<file path="config.mk">
export PLATFORM = sky130hd
export DESIGN_NAME = top_design
export DESIGN_NICKNAME = d
export VERILOG_FILES = /design/src/rtl/top_design.sv
export SDC_FILE = /design/constraint.sdc
export NUM_CORES = 1
export LEC_CHECK = 0
export CAP_MARGIN = 40
export CORE_ASPECT_RATIO = 0.5
export CORE_MARGIN = 3
export CORE_UTILIZATION = 55
export DETAILED_ROUTE_END_ITERATION = 12
export PLACE_DENSITY = 0.78
export SYNTH_ARGS = -nofsm -noshare
export SYNTH_HDL_FRONTEND = slang
export SYNTH_SLANG_ARGS = --single-unit
</file>
<file path="constraint.sdc">
create_clock -name i_CLK -period 3.3 [get_ports i_CLK]
set_clock_uncertainty 0.2 [all_clocks]
set_input_delay 0.66 -clock i_CLK [delete_from_list [all_inputs] [get_ports i_CLK]]
set_output_delay 0.66 -clock i_CLK [all_outputs]
set_load 0.01 [all_outputs]
</file>
<file path="src/rtl/top_design.sv">
// ---------------------------------------------------------------------------
// top_design : synchronous first-word fall-through FIFO
//
// Storage array plus a small controller holding the write pointer, read
// pointer and registered FULL/EMPTY flags.  RD_DATA is driven combinationally
// from the word at the read pointer, so the head of the FIFO is visible with
// zero latency.  RD only advances the read pointer.
//
// Optional build macro: TOP_DESIGN_LEVEL_EN adds the LEVEL output, a
// registered occupancy count (0..depth).
//
// Parameters
//   DATA_WIDTH : word width of WR_DATA, RD_DATA and storage
//   ADDR_WIDTH : pointer width, depth = 2**ADDR_WIDTH words
//
// Ports
//   i_CLK    in   clock, all state updates on the rising edge
//   i_RST_n  in   synchronous active-low reset (clears pointers, flags, storage)
//   WR       in   push request
//   RD       in   pop request
//   WR_DATA  in   word to push
//   RD_DATA  out  word at the head of the FIFO
//   FULL     out  all words occupied
//   EMPTY    out  no words occupied
//   LEVEL    out  occupancy count (TOP_DESIGN_LEVEL_EN builds only)
// ---------------------------------------------------------------------------
module top_design #(
  parameter int DATA_WIDTH = 8,
  parameter int ADDR_WIDTH = 3
) (
  input  logic                  i_CLK,
  input  logic                  i_RST_n,
  input  logic                  WR,
  input  logic                  RD,
  input  logic [DATA_WIDTH-1:0] WR_DATA,
  output logic [DATA_WIDTH-1:0] RD_DATA,
  output logic                  FULL,
  output logic                  EMPTY
`ifdef TOP_DESIGN_LEVEL_EN
  ,
  output logic [ADDR_WIDTH:0]   LEVEL
`endif
);

  localparam int DEPTH = 1 << ADDR_WIDTH;

  logic [DATA_WIDTH-1:0] r_mem [DEPTH];
  logic [ADDR_WIDTH-1:0] r_wr_ptr;
  logic [ADDR_WIDTH-1:0] r_rd_ptr;
  logic                  r_full;
  logic                  r_empty;

  logic [ADDR_WIDTH-1:0] w_wr_ptr_nxt;
  logic [ADDR_WIDTH-1:0] w_rd_ptr_nxt;
  logic                  w_wr_only;
  logic                  w_rd_only;
  logic                  w_both;
  logic                  w_mem_we;

  // Pointers are exactly ADDR_WIDTH bits wide, so the +1 wraps depth-1 -> 0.
  assign w_wr_ptr_nxt = r_wr_ptr + ADDR_WIDTH'(1);
  assign w_rd_ptr_nxt = r_rd_ptr + ADDR_WIDTH'(1);

  // A simultaneous push/pop is only honoured when the FIFO is neither full
  // nor empty; at either boundary the pair is dropped entirely.
  assign w_wr_only = WR & ~RD & ~r_full;
  assign w_rd_only = RD & ~WR & ~r_empty;
  assign w_both    = WR &  RD & ~r_full & ~r_empty;
  assign w_mem_we  = w_wr_only | w_both;

  always_ff @(posedge i_CLK) begin
    if (!i_RST_n) begin
      for (int i = 0; i < DEPTH; i++) begin
        r_mem[i] <= '0;
      end
    end else if (w_mem_we) begin
      r_mem[r_wr_ptr] <= WR_DATA;
    end
  end

  always_ff @(posedge i_CLK) begin
    if (!i_RST_n) begin
      r_wr_ptr <= '0;
      r_rd_ptr <= '0;
      r_full   <= 1'b0;
      r_empty  <= 1'b1;
    end else begin
      if (w_wr_only) begin
        r_wr_ptr <= w_wr_ptr_nxt;
        r_empty  <= 1'b0;
        r_full   <= (w_wr_ptr_nxt == r_rd_ptr);
      end else if (w_rd_only) begin
        r_rd_ptr <= w_rd_ptr_nxt;
        r_full   <= 1'b0;
        r_empty  <= (w_rd_ptr_nxt == r_wr_ptr);
      end else if (w_both) begin
        r_wr_ptr <= w_wr_ptr_nxt;
        r_rd_ptr <= w_rd_ptr_nxt;
      end
    end
  end

`ifdef TOP_DESIGN_LEVEL_EN
  logic [ADDR_WIDTH:0] r_level;

  always_ff @(posedge i_CLK) begin
    if (!i_RST_n) begin
      r_level <= '0;
    end else if (w_wr_only) begin
      r_level <= r_level + (ADDR_WIDTH+1)'(1);
    end else if (w_rd_only) begin
      r_level <= r_level - (ADDR_WIDTH+1)'(1);
    end
  end

  assign LEVEL = r_level;
`endif

  assign RD_DATA = r_mem[r_rd_ptr];
  assign FULL    = r_full;
  assign EMPTY   = r_empty;

endmodule

</file>
After elaboration in Yosys (flattened, before gate mapping). Memory sizes are Yosys's and may differ from the RTL's. A register that Yosys moved wholly into a read port is not among the register bits. Cells that the tools add are included.

Add/sub/neg operators: 2. Multiply operators: 0. Divide/modulo/power cells: 0. $lt $le $gt $ge: 0. Eq/ne operators: 3. Shifts and indexed selects: 0. Multiplexer cells: 18. Bitwise logic cells: 13. Reduce and logical (&&, ||, !) cells: 6.

Operators with widths (count): $mux W3 (8); $mux W1 (9); $mux W8 (1); $reduce_or A8 Y1 (1); $and A1 B1 Y1 (7); $add A3 B1 Y3 const B (2); $eq A3 B3 Y1 (2); $reduce_bool A2 Y1 (3); $not A1 Y1 (5); $reduce_and A2 Y1 (2); $ne A2 B2 Y1 const B (1); $or A1 B1 Y1 (1).

Flip-flop bits (word level): 8. Bits in latches: 0. Bits in writable memories: 64. Memory bits (read-only): 0. Input port bits: 12. Output and inout bits: 10. Memories: 1.

Memory list: r_mem (words 8, width 8, rd ports 1, clocked after Yosys merged registers in 1, write ports 8, line 47) `logic [DATA_WIDTH-1:0] r_mem [DEPTH];`.

Depth between registers and ports, before layout.
Word-level depth: 9. Depth in mapped cells: 5. Depth with buffers taken out: 4.

Worst setup path after synthesis. Ideal clock, no wire load.

Path type: input to register. Start: input RD. End: memory r_mem[0][0] (enable). Setup time: 0.384 ns. Arrival time: 2.017 ns. Data required time: 2.716 ns. Path slack: 0.699 ns. Stages: 4. Cells stage by stage: and2_1 -> or4_4 -> buf_6 -> o21ai_0.

RTL lines: from (decl) (line 34) `input logic RD,`; to (decl) (line 47).

==> flow_metrics.tcl <==
set metrics [dict create \
    hpwl_mm 5.123 \
    syn2layout_area_growth_pct 17.37 \
    cts_post_setup_buffers_inserted 0 \
    die_width_um 118.6 \
    routed_wl_mm 7.301 \
    async_flop_share_pct 0 \
    syn_inst 257 \
    seq_area_um2 2142 \
    drv_slew 0 \
    numCtsBuffers 9 \
    ys_seq_elements 75 \
    reg2reg_from "FULL$_SDFFE_PN0P_" \
    crit_chain "buf_4 -> mux4_1 -> mux2_2 -> clkdlybuf4s50_1" \
    start_util_pct 60.09 \
    vias 2161 \
    first_pass_iters 4 \
    gp_congestion 0.8558 \
    synth.most_common_cell "edfxtp_1" \
    finalCritPeriodShare_pct 96.05 \
    rsz0062_at_grt "no" \
    wl_met3_um 703 \
    final_hold_viol_count 0 \
    netlist.area_leader.share_pct 55.13 \
    hp-class "reg -> reg" \
    via_per_inst 5.778 \
    drc_errors 0 \
    critical-path-max-stage-delay_ns 0.62 \
    synth_cell_types 40 \
    hold_slack_ns 0.3464 \
    yosysSeqAreaShare_pct 61.45 \
    wl_met1_mm 2.796 \
    antenna_found_initial 0 \
    antennaDiodeCount 0 \
    p_per_area_nw_per_um2 553.8 \
    r2r_end "r_mem[0][4]$_SDFFCE_PN0P_" \
    synthFlopType "edfxtp_1" \
    cts-root-buf "clkbuf_16" \
    worst_slew_pin_slew_ns 0.6219 \
    grt_max_degree 19 \
    maxUsedRoutingLayer "met4" \
    cap_violations 0 \
    synth.cell_area_um2 3486 \
    cts_hold_buf 0 \
    multi_input_area_um2 1214 \
    synthTopCellsByArea "edfxtp_1, mux4_1, nor2_1" \
    cp_max_fo 16 \
    yosys-top-cells-count "edfxtp_1, nor2_1, nand2_1" \
    p_leak_uw 0.001434 \
    drive_above_1_share_pct 15.86 \
    worstPathArrival_ns 2.31 \
    grt_pass1_wl_mm 11.80 \
    worst_path_max_delay_cell "mux4_1" \
    grt-ovfl-total 0 \
    cts_htree_levels 3 \
    final.min_clock_period_ns 3.170 \
    setup.worst_path.class "reg -> out" \
    die_h_um 62.30 \
    clock_path_buffers 2 \
    preCtsSetupSlack_ns 0.4546 \
    nNetsFinal 300 \
    post_drt_wl_per_cell_um 19.52 \
    synth_top_area_cell "edfxtp_1" \
    port_buffers 21 \
    grt_usage_pct 21.64 \
    met2_wirelength_mm 3.708 \
    setup_slack_ns 0.1302 \
    critPathRequiredTime_ns 2.44 \
    fin_setup_tns_ns 0 \
    clock_latency_ns 0.33 \
    syn_avg_cell_area_um2 13.56 \
    path_buf_inv 2 \
    r2r_slack_ns 1.26 \
    cts_tree "built" \
    path_clk_slew_ns 0.05 \
    relSlewSlack_pct 58.46 \
    postRouteAntennaNets 0 \
    dieArea_um2 7387 \
    coreArea_um2 5801 \
    cts.sinks 75 \
    outcome "finished clean" \
    p_total_uw 2266 \
    fmax_mhz 315.5 \
    cts_resized 0 \
    synth_edf_count 64 \
    rows 19 \
    worstHoldStart "r_rd_ptr[2]$_SDFFE_PN0P_" \
    yosysWarnings 0 \
    syn_nets 271 \
    ios 22 \
    ir_drop_v 0.0003227 \
    grt_pass1_vias 2254 \
    finalSetupViolCount 0 \
    crit_family "multiplexers" \
    nFillCells 400 \
    drt-initial-drc-count 154 \
    r2r_cells 4 \
    end_kind "output port" \
    critPathLaunchType "flip-flop" \
    whs_path_depth 2 \
]
## power breakdown
group	internal (uW)	total (uW)	switching, uW
logic	86.1	179	93.2
registers	1070	1090	20.4
clock network	655	998	342
total	1810	2270	456
## worst min-delay path: stages, from the launching register on
cell	delay [ns]
dfxtp_1	0.33
o31ai_1	0.10
a21oi_1	0.07
## layout make-up
type	count	area share [%]
Clock buffer	12	5.780
Clock inverter	3	1.560
Inverter	4	0.3670
Multi-Input combinational cell	161	29.66
Sequential cell	75	52.35
Tap cell	84	2.569
Timing Repair Buffer	35	7.706
## registers in the layout (all words and copies together) (netlist names), named ones only
register	count
r_rd_ptr	3
r_mem	64
EMPTY	1
FULL	1
r_wr_ptr	3
## logic make-up (layout without fill, tap and decap cells)
group,after synthesis,in the layout,share of synthesized area [%]
adder cells (fa/ha/maj),2,2,0.7178
buffers and inverters,21,54,3.733
multiplexers,24,24,14.54
flip-flops,75,75,61.45
XOR/XNOR,6,6,1.508
AND/OR/NAND/NOR,103,103,14.07
AO/OA/AOI/OAI,26,26,3.984
## through the flow
stage | utilization, % | instance area, um2 | cells
2_1_floorplan | - | 3486 | 257
3_3_place_gp | 65.36 | 3791 | 359
3_5_place_dp | 65.36 | 3791 | 359
4_1_cts | 70.53 | 4091 | 374
5_1_grt | 70.53 | 4091 | 374
6_report | 70.53 | 4091 | 374
## layout by cell type, fill, tap and decap left out, types with 5 or more instances in the layout
cell type	count
xnor2_1	5
dfxtp_1	11
a21oi_1	9
buf_4	14
mux2_2	8
mux4_1	15
nand2_1	18
nor2_1	62
edfxtp_1	64
o21ai_0	14
clkdlybuf4s50_1	21
clkbuf_16	9
## per-layer routing
metal  vias up  global-route usage (%)
met3        10                   6.256
met1      1044                   26.83
met5         -                       0
li1       1005                       -
met2       102                   35.41
met4         0                   10.25
## how the worst max path moves through the flow
stage / start / endpoint / cells past startpoint
2_1_floorplan: RD / r_mem[0][0]$_SDFFCE_PN0P_ / 4
3_3_place_gp: WR / r_mem[0][5]$_SDFFCE_PN0P_ / 5
4_1_cts: flip-flop / RD_DATA[0] / 4
6_report: flip-flop / RD_DATA[0] / 4
3_5_place_dp: WR / r_mem[0][4]$_SDFFCE_PN0P_ / 5
5_1_grt: flip-flop / RD_DATA[0] / 4
No activity file was read; power rests on OpenSTA's default activity.
